$ cat src/rtl/mac_feeder.sv
// Operand buffer and sequencer that streams SZN {a,x} pairs into an external MAC,
// waits out the MAC latency, then captures the accumulated dot product.
module mac_feeder #(
  parameter int SZin = 7,
  parameter int SZN  = 5,
  parameter int LAT  = 1
) (
  input  logic                   clk,
  input  logic                   rst,
  input  logic                   wr_en,
  input  logic [SZin:0]          wr_a,
  input  logic [SZin:0]          wr_x,
  output logic                   full,
  input  logic                   start,
  output logic                   busy,
  output logic [SZin:0]          ai,
  output logic [SZin:0]          xni,
  output logic                   acc_clr,
  input  logic [2*(SZin+1):0]    mac_res,
  output logic [2*(SZin+1):0]    result,
  output logic                   done
);

  localparam int OW = SZin + 1;
  localparam int RW = 2 * OW + 1;
  localparam int PW = $clog2(SZN + 1);
  localparam int AW = (SZN > 1) ? $clog2(SZN) : 1;
  localparam int CW = $clog2(SZN + LAT + 1);

  typedef enum logic [2:0] {
    S_IDLE,
    S_CLR,
    S_RUN,
    S_WAIT,
    S_DONE
  } state_t;

  state_t        state_q, state_d;
  logic [PW-1:0] ptr_q, ptr_d;
  logic [CW-1:0] cnt_q, cnt_d;
  logic          full_q, full_d;
  logic          busy_q, busy_d;
  logic          done_q, done_d;
  logic          acc_clr_q, acc_clr_d;
  logic [OW-1:0] ai_q, ai_d;
  logic [OW-1:0] xni_q, xni_d;
  logic [RW-1:0] result_q, result_d;
  logic          wr_accept;

  logic [OW-1:0] mem_a [SZN];
  logic [OW-1:0] mem_x [SZN];

  // Only an idle, non-full buffer takes writes; everything else drops them.
  assign wr_accept = (state_q == S_IDLE) && !full_q && wr_en;

  always_ff @(posedge clk) begin
    if (wr_accept) begin
      mem_a[ptr_q[AW-1:0]] <= wr_a;
      mem_x[ptr_q[AW-1:0]] <= wr_x;
    end
  end

  // State register and registered outputs
  always_ff @(posedge clk or negedge rst) begin
    if (!rst) begin
      state_q   <= S_IDLE;
      ptr_q     <= '0;
      cnt_q     <= '0;
      full_q    <= 1'b0;
      busy_q    <= 1'b0;
      done_q    <= 1'b0;
      acc_clr_q <= 1'b0;
      ai_q      <= '0;
      xni_q     <= '0;
      result_q  <= '0;
    end else begin
      state_q   <= state_d;
      ptr_q     <= ptr_d;
      cnt_q     <= cnt_d;
      full_q    <= full_d;
      busy_q    <= busy_d;
      done_q    <= done_d;
      acc_clr_q <= acc_clr_d;
      ai_q      <= ai_d;
      xni_q     <= xni_d;
      result_q  <= result_d;
    end
  end

  // Next-state logic; cnt indexes pairs in RUN and counts latency in WAIT.
  always_comb begin
    state_d = state_q;
    cnt_d   = cnt_q;
    ptr_d   = ptr_q;
    unique case (state_q)
      S_IDLE: begin
        if (start && full_q) begin
          state_d = S_CLR;
        end else if (wr_accept) begin
          ptr_d = ptr_q + PW'(1);
        end
      end
      S_CLR: begin
        state_d = S_RUN;
        cnt_d   = '0;
      end
      S_RUN: begin
        if (cnt_q == CW'(SZN - 1)) begin
          state_d = S_WAIT;
          cnt_d   = '0;
        end else begin
          cnt_d = cnt_q + CW'(1);
        end
      end
      S_WAIT: begin
        if (cnt_q == CW'(LAT - 1)) begin
          state_d = S_DONE;
          cnt_d   = '0;
        end else begin
          cnt_d = cnt_q + CW'(1);
        end
      end
      S_DONE: begin
        state_d = S_IDLE;
        ptr_d   = '0;
      end
      default: begin
        state_d = S_IDLE;
        cnt_d   = '0;
        ptr_d   = '0;
      end
    endcase
  end

  // Outputs are decoded from the next state so they land in the flops with the state.
  always_comb begin
    full_d    = (ptr_d == PW'(SZN));
    busy_d    = (state_d == S_CLR) || (state_d == S_RUN) || (state_d == S_WAIT);
    done_d    = (state_d == S_DONE);
    acc_clr_d = (state_d == S_CLR);
    ai_d      = '0;
    xni_d     = '0;
    result_d  = result_q;
    if (state_d == S_RUN) begin
      ai_d  = mem_a[cnt_d[AW-1:0]];
      xni_d = mem_x[cnt_d[AW-1:0]];
    end
    if (state_d == S_DONE) begin
      result_d = mac_res;
    end
  end

  assign full    = full_q;
  assign busy    = busy_q;
  assign done    = done_q;
  assign acc_clr = acc_clr_q;
  assign ai      = ai_q;
  assign xni     = xni_q;
  assign result  = result_q;

endmodule

$ cat config.mk
export PLATFORM = sky130hd
export DESIGN_NAME = mac_feeder
export DESIGN_NICKNAME = d
export VERILOG_FILES = /design/src/rtl/mac_feeder.sv
export SDC_FILE = /design/constraint.sdc
export NUM_CORES = 1
export LEC_CHECK = 0
export ABC_CLOCK_PERIOD_IN_PS = 3200
export CAP_MARGIN = 40
export CORE_ASPECT_RATIO = 1.5
export CORE_MARGIN = 5
export CORE_UTILIZATION = 35
export CTS_BUF_LIST = sky130_fd_sc_hd__clkbuf_4 sky130_fd_sc_hd__clkbuf_8
export DETAILED_ROUTE_END_ITERATION = 10
export GPL_TIMING_DRIVEN = 1
export HOLD_SLACK_MARGIN = 0.08
export SETUP_SLACK_MARGIN = 0.15
export SLEW_MARGIN = 20
export SYNTH_ARGS = -nofsm -noshare
export SYNTH_HDL_FRONTEND = slang
export SYNTH_SLANG_ARGS = --single-unit
$ cat constraint.sdc
create_clock -name clk -period 3.2 [get_ports clk]
set_clock_uncertainty 0.05 [all_clocks]
set_input_delay 0.32 -clock clk [delete_from_list [all_inputs] [get_ports clk]]
set_output_delay 0.32 -clock clk [all_outputs]
set_load 0.005 [all_outputs]
# Word level (Yosys, flattened, before mapping)
# Memories as Yosys holds them, arrays and structs flattened.
# Index checks and enable logic that the tools add are counted.
[totals]
output_inout_bits = 37
latchBits = 0
mem_bits_rw = 80
ff_bits = 46
rom_bits = 0
n_memories = 2
[op_classes]
multipliers = 0
n_mux = 14
n_eq_ne = 10
n_shift = 0
div_mod_pow = 0
add_sub_neg = 2
bitwise_logic = 0
n_reduce_logical = 10
magnitude_cmp = 0
[mem_list]
columns = ["memory", "depth", "width", "rd", "rd_ports_with_merged_regs", "wr", "line_no", "rtl"]
rows = [
  ["mem_a", 5, 8, 1, 0, 1, "50", "logic [OW-1:0] mem_a [SZN];"],
  ["mem_x", 5, 8, 1, 0, 1, "51", "logic [OW-1:0] mem_x [SZN];"],
]
[ops]
columns = ["operator", "count"]
rows = [
  ["$mux W3", 7],
  ["$mux W8", 2],
  ["$eq A3 B2 Y1 const B", 4],
  ["$eq A3 B3 Y1 const B", 4],
  ["$pmux W3 S4", 1],
  ["$pmux W3 S3", 1],
  ["$add A3 B1 Y3 const B", 2],
  ["$eq A3 B1 Y1 const B", 2],
  ["$logic_not A3 Y1", 2],
  ["$pmux W3 S2", 1],
  ["$logic_and A1 B1 Y1", 3],
  ["$reduce_or A3 Y1", 1],
  ["$logic_or A1 B1 Y1", 2],
  ["$mux W1", 2],
  ["$reduce_or A2 Y1", 1],
  ["$logic_not A1 Y1", 1],
]

# Depth between registers and ports, before layout
# Gate-level depths: netlist of the first run.
[logic_depth]
word_depth = 7
depth_mapped = 10
depth_no_buf = 9

# Worst setup path before layout of the first run
# No wires, ideal clock.
[synth_path]
kind = "register -> register"
from = "register state_q[1]"
to = "memory mem_a[1][0] in the netlist's numbering (enable)"
setup_time_ns = 0.436
period_less_slack_ns = 3.346
path_slack_ns = -0.146
required_time_ns = 2.714
t_arrival_ns = 2.860
stages_incl_launch_ff = 5
n_path_buf = 1
cell_sequence = "dfrtp_1 -> buf_6 -> nor2_1 -> nand3_1 -> nor4b_1"
[synth_between]
elab_chain_len = 5
[synth_lines]
columns = ["element", "line_no", "rtl"]
rows = [
  ["start: declaration", "38", "state_t state_q, state_d;"],
  ["start signal: assignment", "77", "state_q <= state_d;"],
  ["$logic_not A3 Y1", "54", "assign wr_accept = (state_q == S_IDLE) && !full_q && wr_en;"],
  ["$logic_and A1 B1 Y1 (2 in series)", "54", ""],
  ["$mux W1", "57", "if (wr_accept) begin"],
  ["$mux W1 (implied by the code)", "58", "mem_a[ptr_q[AW-1:0]] <= wr_a;"],
  ["end: declaration", "50", ""],
]
# Every way passes these cells.

# Worst setup path after layout of the first run
[layout_path]
from = "register cnt_q[0]"
to = "register ai_q[6] (netlist: ai[6])"
[layout_between]
elab_chain_len = 5
word_cells_on_any_way = 12
classes_between = "add/sub (1); eq/ne (2); mux (7); reduce/logical (1); memory (1)"
[layout_lines]
columns = ["element", "line_no", "rtl"]
rows = [
  ["start: declaration", "40", "logic [CW-1:0] cnt_q, cnt_d;"],
  ["start signal: assignment", "79", "cnt_q <= cnt_d;"],
  ["$add A3 B1 Y3 (tied with other cells)", "112, 120", ""],
  ["$mux W3 (on tied branches)", "116, 108", ""],
  ["$pmux W3 S3 or $pmux W3 S4 (tied branches)", "95", "unique case (state_q)"],
  ["$mem_v2 Z5 W8 or $eq A3 B2 Y1 (tied branches)", "--", ""],
  ["$mux W8 (*)", "144", "if (state_d == S_RUN) begin"],
  ["named net ai_d[6]", "45", "logic [OW-1:0] ai_q, ai_d;"],
  ["end signal: assignment", "84", "ai_q <= ai_d;"],
  ["end: declaration", "45", ""],
]
# The timed path passes the listed nets; every way through them passes the cells marked *.
# A chain may end at the register's enable or synchronous reset.

==> reports/qor.csv, run 1 <==
stage,metric,value,unit
pwr,cell leakage power,2.292,nW
drt,drt total wl,10.79,mm
yosys,list of most frequent post-synthesis cells,"edfxtp_1 (80), dfrtp_1 (46), a21oi_1 (24)",
setup_path,setup slack of the worst register-to-register path,770,ps
yosys,fraction of synthesized cell area taken by the top area cell type,46.64,%
setup_path,worst reg2reg path startpoint,cnt_q[0]$_DFF_PN0_,
drt,number of DRC markers in iteration 0,157,
setup_path,number of buffer and inverter stages on the critical path,2,
drt,residual DRC count,0,
setup_path,kind of cell adding the most delay to the critical path,compound AO/OA/AOI/OAI gates,
yosys,top-count cell post-synth,edfxtp_1,
yosys,Synth area leaders,"edfxtp_1 (47%), dfrtp_1 (22%), mux2_2 (3.7%), a21oi_1 (2.3%), a31o_1 (2.2%)",
clock_network,CTS H-Tree Depth,4,
floorplanning,floorplan die height,158.6,µm
setup_path,Worst Setup End Kind,flip-flop,
min_path,path category of the worst min-delay check,input port to asynchronous set/reset pin,
clock_network,CTS Root Buffer Type,clkbuf_8,
setup_path,endpoint of the worst-slack reg-to-reg timing path,ai[6]$_DFF_PN0_,
sta,number of slew-limit violations in the final report,0,
drt,Antenna Nets Post-Route,0,
sta,fin worst setup slack,771.0,ps
yosys,"FF+latch count, synth",126,
yosys,Syn. warnings,0,
sta,worst-case headroom to the max-slew limit,56.43,%
setup_path,crit path max-delay cell type,dfrtp_1,
global_routing,number of global-route vias before repair,3316,
flow_run,number of violations of the max-capacitance limit,0,
yosys,post-synthesis sequential area ratio,68.98,%
place,routability-driven placement congestion ratio,0.7490,
clock_network,CTS tree,yes,
cells_and_area,Finished Layout Cells,635,
cells_and_area,Area Overhead vs Synth,25.80,%
floorplanning,full die area,17290,µm²
status,outcome,finished clean,
global_routing,overflow left after global routing,0,
drt,Vias/cell,4.950,
place,DP Wirelength,6.988,mm
global_routing,pin count of the biggest net entering global routing,34,
yosys,Post-Syn Area,5151,µm²
global_routing,first-pass GRT wire length,17.41,mm
setup_path,peak fanout along the critical path,33,
place,post-placement setup slack,784.1,ps
floorplanning,effective utilization at floorplan,35.46,%
clock_network,Clock Sinks,126,
sta,setup tns final,0,ps
clock_network,setup fix buffers added after clock tree synthesis,0,
pwr,Pwr Density,982.2,nW/µm²
drt,routed wire length per instance,16.99,µm
yosys,Gate Count Post-Synth,340,
sta,Hold WS,233.7,ps
clock_network,latest clock arrival within the worst-skew pair,430,ps
setup_path,logic depth of the worst register-to-register path,8,
sta,setup violation total in the final timing report,0,
cells_and_area,post-layout util,44.61,%
sta,"Hold Violations, Final",0,
setup_path,type of the worst setup path,flip-flop to flip-flop,
sta,fin crit share,75.91,%
yosys,biggest area consumer among synthesized cells,edfxtp_1,
setup_path,Crit path largest cell delay,460,ps
sta,Worst Tran Pin Value,651.1,ps
setup_path,CP Data Required Time,3450,ps
floorplanning,Die Wd,109.1,µm
sta,unrepaired setup endpoints after global routing,no,
pwr,worst vdd ir,0.0004466,V
drt,1st-pass router iterations,7,
yosys,number of distinct standard cells referenced by the synthesized netlist,51,
yosys,average footprint of a synthesized cell,15.15,µm²
cells_and_area,fraction of final layout cells with drive strength greater than 1,21.64,%
place,number of input and output port buffers inserted,73,
floorplanning,core box area,14530,µm²
global_routing,antenna violations before repair,0,
global_routing,overall routing resource usage,13.56,%
setup_path,data arrival time at the worst-slack endpoint,2680,ps
place,Inst Count DP,602,
floorplanning,number of I/O pins,74,
cells_and_area,diodes inserted,0,
place,standard cell area after detailed placement,6086,µm²
yosys,number of flops mapped to enable cells by yosys,80,
sta,fmax,411.7,MHz
yosys,Synth Net Count,380,
sta,post-layout minimum cycle time,2429,ps
floorplanning,row count,54,
pwr,Pwr Total,6.364,mW
drt,vias,3143,
setup_path,kind of launch point of the worst setup path,flip-flop,
cells_and_area,post-route standard cell area excluding fillers,6480,µm²
setup_path,cell chain of the critical path,"inv_1, ha_1, a21boi_0, or3_1, buf_4, nand2_8, a211oi_1, a2bb2oi_1",
cells_and_area,fin nets,466,
clock_network,clock slew at reported path FFs,80,ps
yosys,flip-flop cell with the highest count after synthesis,edfxtp_1,
clock_network,post-cts repair resize count,0,
yosys,post-synthesis async set-or-reset flop share,36.51,%
clock_network,largest buffer count on any clock path,2,
clock_network,TritonCTS Buffers,17,
## what timing repair did
item	CTS	global route
hold buffers	1	0
setup endpoints to repair	0	0
endpoints found under the hold margin	37	0
## power by group
group          switching (mW)  internal (mW)
Sequential              0.212           2.08
Clock                   0.669          0.635
Combinational            1.46           1.31
Total                    2.34           4.03
## state kept, by name, indices dropped and copies added (netlist names)
signal / flops
mem_a: 40
mem_x: 40
result: 17
ai: 8
xni: 8
cnt_q: 3
ptr_q: 3
state_q: 3
acc_clr: 1
busy: 1
done: 1
full: 1
## how the worst max path moves through the flow
stage / from / slack, ps / depth (start not counted) / to
6_report: cnt_q[0]$_DFF_PN0_ / 770 / 8 / ai[6]$_DFF_PN0_
5_1_grt: cnt_q[0]$_DFF_PN0_ / 620 / 8 / ai[6]$_DFF_PN0_
2_1_floorplan: state_q[1]$_DFF_PN0_ / -130 / 4 / mem_a[2][0]$_DFFE_PP_
4_1_cts: cnt_q[0]$_DFF_PN0_ / 770 / 8 / ai[6]$_DFF_PN0_
3_3_place_gp: state_q[1]$_DFF_PN0_ / 900 / 4 / mem_x[1][2]$_DFFE_PP_
3_5_place_dp: cnt_q[0]$_DFF_PN0_ / 780 / 8 / ai[6]$_DFF_PN0_
## cells by family (layout without fill, tap and decap cells)
group | count (synthesis) | after routing | synth area share, %
AND/OR/NAND/NOR | 69 | 69 | 7.967
multiplexers | 18 | 18 | 3.911
AO/OA/AOI/OAI | 94 | 94 | 14.06
adder cells (fa/ha/maj) | 3 | 3 | 0.7288
buffers and inverters | 27 | 126 | 3.838
flip-flops | 126 | 126 | 68.98
XOR/XNOR | 3 | 3 | 0.5102
## area by class of cell
cell class              count  area [µm²]
fillers                  1299        8046
multi-input cells         187        1425
inverters                   7       26.28
flip-flops and latches    126        3553
clock buffers              17       234.0
clock inverters            15       150.1
well taps                 196       245.2
repair buffers             87       845.8
## layer usage
metal | global-route usage, % | part of all wire, % | wire, µm
met5 | 0 | 0 | 0
met3 | 3.489 | 4.6 | 494
met4 | 6.919 | 2.5 | 265
met2 | 24.60 | 54 | 5831
met1 | 14.29 | 39 | 4198
## layout by cell type, fill, tap and decap left out, types with 2 or more instances in the layout
cell / instances
dfrtp_1: 46
edfxtp_1: 80
o21a_1: 15
xor2_1: 2
a31oi_1: 2
a211oi_1: 2
a31o_2: 2
inv_6: 6
nand4_1: 2
nor2_1: 6
nor2b_1: 2
clkdlybuf4s50_1: 72
o21ai_0: 4
a21oi_1: 24
o31ai_1: 7
o31ai_2: 8
inv_1: 6
clkinv_4: 3
ha_1: 3
mux2_2: 17
nor3_1: 16
clkbuf_8: 17
nand2b_1: 4
nor4b_2: 3
nor3_2: 2
or3b_1: 2
nand2_1: 20
a21oi_2: 9
nand3_1: 2
clkinvlp_4: 4
buf_4: 12
a31o_1: 13
(Power assumes the default switching activity.)
==> inputs of run 2 (changes only) <==
--- a/config.mk
+++ b/config.mk
@@ -5,7 +5,7 @@
 export SDC_FILE = /design/constraint.sdc
 export NUM_CORES = 1
 export LEC_CHECK = 0
-export ABC_CLOCK_PERIOD_IN_PS = 3200
+export ABC_CLOCK_PERIOD_IN_PS = 2260
 export CAP_MARGIN = 40
 export CORE_ASPECT_RATIO = 1.5
 export CORE_MARGIN = 5
==> constraint.sdc (replaced) <==
create_clock -name clk -period 2.26 [get_ports clk]
set_clock_uncertainty 0.05 [all_clocks]
set_input_delay 0.226 -clock clk [delete_from_list [all_inputs] [get_ports clk]]
set_output_delay 0.226 -clock clk [all_outputs]
set_load 0.005 [all_outputs]
==> reports/qor.csv, run 2 (synthesis results as in run 1) <==
stage,metric,value,unit
clock_network,largest buffer count on any clock path,2,
sta,fin crit share,90.45,%
place,DP Wirelength,7.296,mm
drt,number of DRC markers in iteration 0,198,
drt,Vias/cell,4.981,
cells_and_area,most used cells in the layout excluding fill and tap cells,"edfxtp_1 (80), clkdlybuf4s50_1 (72), dfrtp_1 (46)",
sta,"Hold Violations, Final",0,
clock_network,CTS Root Buffer Type,clkbuf_8,
drt,Antenna Nets Post-Route,0,
setup_path,kind of launch point of the worst setup path,flip-flop,
drt,1st-pass router iterations,4,
cells_and_area,Finished Layout Cells,646,
cells_and_area,fraction of final layout cells with drive strength greater than 1,25.56,%
global_routing,number of global-route vias before repair,3492,
floorplanning,Die Wd,109.1,µm
clock_network,CTS H-Tree Depth,4,
clock_network,Clock Sinks,126,
sta,Worst Tran Pin Value,560.1,ps
drt,drt total wl,11.65,mm
pwr,Pwr Density,1487,nW/µm²
setup_path,setup slack of the worst register-to-register path,220,ps
floorplanning,row count,54,
setup_path,cell chain of the critical path,"inv_2, ha_4, buf_6, or3b_4, a211oi_4, and2_4, a211oi_2, a2bb2oi_1",
place,post-placement setup slack,126.0,ps
setup_path,CP Data Required Time,2550,ps
cells_and_area,"most common cell after layout, fill and taps aside",edfxtp_1,
clock_network,CTS tree,yes,
sta,setup violation total in the final timing report,0,
setup_path,Crit path largest cell delay,430,ps
setup_path,crit path max-delay cell type,dfrtp_1,
floorplanning,number of I/O pins,74,
global_routing,overall routing resource usage,14.09,%
place,routability-driven placement congestion ratio,0.7443,
place,number of input and output port buffers inserted,73,
clock_network,clock slew at reported path FFs,80,ps
status,outcome,finished clean,
pwr,worst vdd ir,0.0007915,V
floorplanning,floorplan die height,158.6,µm
sta,number of slew-limit violations in the final report,0,
global_routing,antenna violations before repair,0,
flow_run,number of violations of the max-capacitance limit,0,
setup_path,worst reg2reg path startpoint,cnt_q[0]$_DFF_PN0_,
sta,Hold WS,268.5,ps
place,Inst Count DP,609,
setup_path,type of the worst setup path,flip-flop to flip-flop,
clock_network,latest clock arrival within the worst-skew pair,420,ps
sta,worst-case headroom to the max-slew limit,62.66,%
cells_and_area,diodes inserted,0,
setup_path,Worst Setup End Kind,flip-flop,
global_routing,first-pass GRT wire length,18.18,mm
setup_path,logic depth of the worst register-to-register path,8,
sta,unrepaired setup endpoints after global routing,yes,
sta,fin worst setup slack,215.8,ps
floorplanning,full die area,17290,µm²
cells_and_area,post-layout util,47.10,%
global_routing,pin count of the biggest net entering global routing,34,
clock_network,TritonCTS Buffers,17,
setup_path,data arrival time at the worst-slack endpoint,2330,ps
cells_and_area,Area Overhead vs Synth,32.82,%
min_path,path category of the worst min-delay check,input port to asynchronous set/reset pin,
drt,vias,3218,
drt,residual DRC count,0,
setup_path,peak fanout along the critical path,5,
sta,post-layout minimum cycle time,2044,ps
pwr,cell leakage power,2.444,nW
floorplanning,effective utilization at floorplan,35.46,%
setup_path,endpoint of the worst-slack reg-to-reg timing path,ai[6]$_DFF_PN0_,
sta,fmax,489.2,MHz
cells_and_area,fin nets,477,
floorplanning,core box area,14530,µm²
drt,routed wire length per instance,18.04,µm
pwr,Pwr Total,10.17,mW
global_routing,overflow left after global routing,0,
## run 2: cell types whose count changed in the layout (fill, tap and decap cells not counted), sizes merged
cell      previous run  this run
buf                 14        23
inv                 14         8
clkinv               3         8
clkbuf              17        20
clkinvlp             4         1
bufinv               1         3
nand2               21        22
## run 2: routing by layer
metal,track usage (%),share of wire (%)
met1,15.08,38
met2,25.83,54
met3,3.813,6.2
met4,5.776,1.6
met5,0,0
## run 2: report_power, final
| group | switching (mW) | total, mW | leakage [nW] | internal [mW] |
|---|---|---|---|---|
| combinational | 2.49 | 4.90 | 0.949 | 2.41 |
| clock | 0.888 | 2.02 | 0.211 | 1.14 |
| sequential | 0.298 | 3.25 | 1.28 | 2.95 |
| total | 3.67 | 10.2 | 2.44 | 6.50 |
## run 2: metrics by stage
| stage | setup TNS (ps) | area [µm²] |
|---|---|---|
| floorplan | 0 | 5231 |
| global placement | -46.00 | 6274 |
| detailed placement | 0 | 6301 |
| CTS | 0 | 6741 |
| global route | 0 | 6842 |
| finish | 0 | 6842 |
## run 2: how the worst max path moves through the flow
stage | start | end | slack (ps) | cells after the start
floorplan | cnt_q[0]$_DFF_PN0_ | ai[3]$_DFF_PN0_ | 180 | 9
global placement | state_q[2]$_DFF_PN0_ | ai[6]$_DFF_PN0_ | -50 | 5
detailed placement | cnt_q[0]$_DFF_PN0_ | xni[5]$_DFF_PN0_ | 130 | 7
CTS | cnt_q[0]$_DFF_PN0_ | ai[6]$_DFF_PN0_ | 150 | 8
global route | cnt_q[0]$_DFF_PN0_ | ai[6]$_DFF_PN0_ | 150 | 8
finish | cnt_q[0]$_DFF_PN0_ | ai[6]$_DFF_PN0_ | 220 | 8
## run 2: critical path, delay by kind of cell (launching register included)
family | cells | cell delay, ps
buf+inv | 2 | 190
fa+ha+maj | 1 | 160
flops | 1 | 430
compound gates | 3 | 520
simple gates | 2 | 610
## run 2: area by class of cell
cell class	count	area, µm²
Tap cell	196	245.2
Multi-Input combinational cell	188	1544
Inverter	7	26.28
Clock inverter	13	163.9
Clock buffer	19	255.2
Fill cell	1257	7685
Timing Repair Buffer	97	1054
Sequential cell	126	3553
## run 2: repair_timing
item                                    in CTS  in global routing
hold buffers                                 1                  0
gates cloned                                 0                  2
endpoints found under the hold margin       21                  0
endpoints found under the setup margin      11                 16
buffers inserted                             0                  2
resized for setup                            2                 12
pin swaps                                    2                  7
==> inputs of run 3 (changes only) <==
--- a/config.mk
+++ b/config.mk
@@ -5,6 +5,7 @@
 export SDC_FILE = /design/constraint.sdc
 export NUM_CORES = 1
 export LEC_CHECK = 0
+export ABC_AREA = 1
 export ABC_CLOCK_PERIOD_IN_PS = 2260
 export CAP_MARGIN = 40
 export CORE_ASPECT_RATIO = 1.5
==> reports/qor.csv, run 3 <==
stage,metric,value,unit
status,outcome,finished clean,
drt,met2 layer wire length in the routed design,6.103,mm
yosys,list of most frequent post-synthesis cells,"nand2_1 (149), edfxtp_1 (80), dfrtp_1 (46)",
drt,routed wire length on met3,531,µm
yosys,number of flops mapped to enable cells by yosys,80,
yosys,dominant combinational cell family by area after synthesis,simple AND/OR/NAND/NOR gates,
place,DP Wirelength,7.568,mm
floorplanning,Die Wd,108.7,µm
drt,vias,3549,
pwr,reported net switching power,3.635,mW
cells_and_area,fraction of final layout cells with drive strength greater than 1,14.54,%
pwr,cell leakage power,2.715,nW
setup_path,type of the worst setup path,flip-flop to flip-flop,
floorplanning,row count,54,
clock_network,latest clock arrival within the worst-skew pair,430,ps
yosys,mux contribution to synthesized area,0,%
cells_and_area,count of fill cells added during filler insertion,1356,
drt,1st-pass router iterations,4,
drt,drt total wl,11.36,mm
drt,Top Metal Used,met4,
cells_and_area,Area Overhead vs Synth,29.02,%
pwr,switching share of power,39.37,%
yosys,Syn. warnings,0,
global_routing,pin count of the biggest net entering global routing,47,
clock_network,CTS tree,yes,
yosys,Synth area leaders,"edfxtp_1 (47%), dfrtp_1 (23%), nand2_1 (11%), nand3_1 (3.9%), nand4_1 (3.9%)",
sta,number of slew-limit violations in the final report,0,
cells_and_area,diodes inserted,0,
yosys,share of the synthesized area in compound gates (AO/OA/AOI/OAI),3.230,%
yosys,top-count cell post-synth,nand2_1,
cells_and_area,"most common cell after layout, fill and taps aside",nand2_1,
setup_path,kind of launch point of the worst setup path,flip-flop,
sta,post-layout minimum cycle time,1939,ps
place,standard cell area after detailed placement,6161,µm²
sta,worst-case headroom to the max-slew limit,59.02,%
floorplanning,floorplan die height,158.0,µm
sta,setup tns final,0,ps
place,routability-driven placement congestion ratio,0.7947,
cells_and_area,fin nets,584,
floorplanning,core box area,14460,µm²
yosys,"post-synthesis share of cell area spent on full adders, half adders and majority gates",0.7340,%
yosys,post-synthesis sequential area ratio,69.49,%
setup_path,data arrival time at the worst-slack endpoint,2200,ps
place,post-placement setup slack,224.0,ps
yosys,fraction of synthesized cell area taken by the top area cell type,46.98,%
pwr,share of total power in the clock network,19.5,%
sta,Worst Tran Pin Value,614.7,ps
sta,fmax,515.8,MHz
drt,met1 WL,4.468,mm
sta,"Hold Violations, Final",0,
global_routing,first-pass GRT wire length,18.40,mm
clock_network,clock slew at reported path FFs,80,ps
yosys,Synth Net Count,495,
sta,unrepaired setup endpoints after global routing,no,
drt,residual DRC count,0,
sta,setup violation total in the final timing report,0,
sta,Hold WS,276.8,ps
pwr,internal power,5.597,mW
place,number of input and output port buffers inserted,73,
drt,routed wire length per instance,15.08,µm
setup_path,CP Data Required Time,2520,ps
sta,fin crit share,85.79,%
floorplanning,full die area,17180,µm²
clock_network,CTS Root Buffer Type,clkbuf_8,
yosys,Post-Syn Area,5114,µm²
yosys,average footprint of a synthesized cell,11.24,µm²
floorplanning,effective utilization at floorplan,35.37,%
floorplanning,number of I/O pins,74,
drt,Vias/cell,4.713,
drt,Antenna Nets Post-Route,0,
setup_path,Worst Setup End Kind,flip-flop,
yosys,number of distinct standard cells referenced by the synthesized netlist,25,
setup_path,peak fanout along the critical path,16,
global_routing,antenna violations before repair,0,
flow_run,number of violations of the max-capacitance limit,0,
pwr,Comb power frac,45.8,%
global_routing,overflow left after global routing,0,
pwr,portion of total power attributed to sequential cells,34.7,%
yosys,post-synthesis share of cell area spent on xor and xnor gates,0.1713,%
clock_network,Clock Sinks,126,
yosys,Gate Count Post-Synth,455,
min_path,path category of the worst min-delay check,input port to flip-flop,
yosys,biggest area consumer among synthesized cells,edfxtp_1,
clock_network,TritonCTS Buffers,17,
pwr,Pwr Density,1399,nW/µm²
yosys,"FF+latch count, synth",126,
global_routing,number of global-route vias before repair,3661,
cells_and_area,post-route standard cell area excluding fillers,6598,µm²
pwr,worst vdd ir,0.0006041,V
clock_network,largest buffer count on any clock path,2,
yosys,post-synthesis async set-or-reset flop share,36.51,%
yosys,"share of synthesized cell area in and, or, nand and nor gates",21.26,%
clock_network,CTS H-Tree Depth,4,
global_routing,overall routing resource usage,14.16,%
drt,number of DRC markers in iteration 0,256,
sta,fin worst setup slack,321.2,ps
cells_and_area,most used cells in the layout excluding fill and tap cells,"nand2_1 (149), edfxtp_1 (80), clkdlybuf4s50_1 (72)",
yosys,flip-flop cell with the highest count after synthesis,edfxtp_1,
==> run 3: cell types whose count changed in the layout (fill, tap and decap cells not counted), sizes merged, moves of 12 or more <==
cell	change
nand2	+128
nand3	+41
inv	+36
nand4	+30
mux2	-17
o21a	-16
a21oi	-15
a31o	-15
o31ai	-15
nor3	-12
==> run 3: cell families after synthesis <==
logic type	after synthesis
AO/OA/AOI/OAI	22
XOR/XNOR	1
adder cells (fa/ha/maj)	3
buffers and inverters	59
flip-flops	126
AND/OR/NAND/NOR	244
==> run 3: what timing repair did <==
| item | in CTS | in global routing |
|---|---|---|
| gates resized for setup | 0 | 10 |
| setup endpoints to repair | 0 | 49 |
| buffers inserted | 0 | 2 |
| hold buffers | 1 | 0 |
| hold endpoints to repair | 46 | 0 |
==> run 3: layer usage <==
metal,up-vias,GRT usage (%)
met5,-,0
met4,0,6.739
met3,20,3.713
met2,90,25.20
met1,1716,15.56
li1,1723,-
==> run 3: layout make-up <==
class | count | area [µm²] | area share (%)
clock buffers | 17 | 234.0 | 3.546
clock inverters | 15 | 138.9 | 2.105
inverters | 40 | 157.7 | 2.390
multi-input cells | 270 | 1346 | 20.41
flip-flops and latches | 126 | 3553 | 53.86
well taps | 196 | 245.2 | 3.717
repair buffers | 89 | 922.1 | 13.98
==> run 3: worst paths after layout <==
| path | startpoint | to | slack [ps] | cells past startpoint |
|---|---|---|---|---|
| setup / recovery | cnt_q[0]$_DFF_PN0_ | xni[0]$_DFF_PN0_ | 320 | 10 |
| hold / removal | mac_res[8] | result[8]$_DFFE_PN0P_ | 280 | 3 |
| setup reg to reg | cnt_q[0]$_DFF_PN0_ | xni[0]$_DFF_PN0_ | 320 | 10 |
| hold reg to reg | result[10]$_DFFE_PN0P_ | result[10]$_DFFE_PN0P_ | 420 | 2 |
| max in group asynchronous | rst | xni[4]$_DFF_PN0_ | 1370 | 3 |
| min in group asynchronous | rst | result[8]$_DFFE_PN0P_ | 360 | 3 |
==> run 3: power groups by stage <==
stage / Clock, mW / Sequential [mW] / Combinational (mW)
3_5_place_dp: 0 / 3.25 / 4.14
2_1_floorplan: 0 / 3.24 / 2.67
6_report: 1.80 / 3.21 / 4.22
5_1_grt: 1.96 / 3.27 / 4.71
4_1_cts: 1.87 / 3.21 / 4.16
3_3_place_gp: 0 / 3.23 / 4.07
==> run 3: critical path, cell delays in order (launching register included) <==
cell	delay (ps)
dfrtp_1	420
inv_1	110
ha_2	230
nand2_2	110
nand3_1	160
nand2_1	90
nor2_2	100
buf_4	260
nand3_1	140
nand2_1	90
a21oi_1	60
==> run 3: stage by stage <==
| stage | power [mW] | util (%) | std cells |
|---|---|---|---|
| 4_1_cts | 9.236 | 45.26 | 751 |
| 2_1_floorplan | 5.908 | - | 455 |
| 5_1_grt | 9.939 | 45.63 | 753 |
| 6_report | 9.232 | 45.63 | 753 |
| 3_3_place_gp | 7.303 | 42.61 | 718 |
| 3_5_place_dp | 7.394 | 42.61 | 718 |
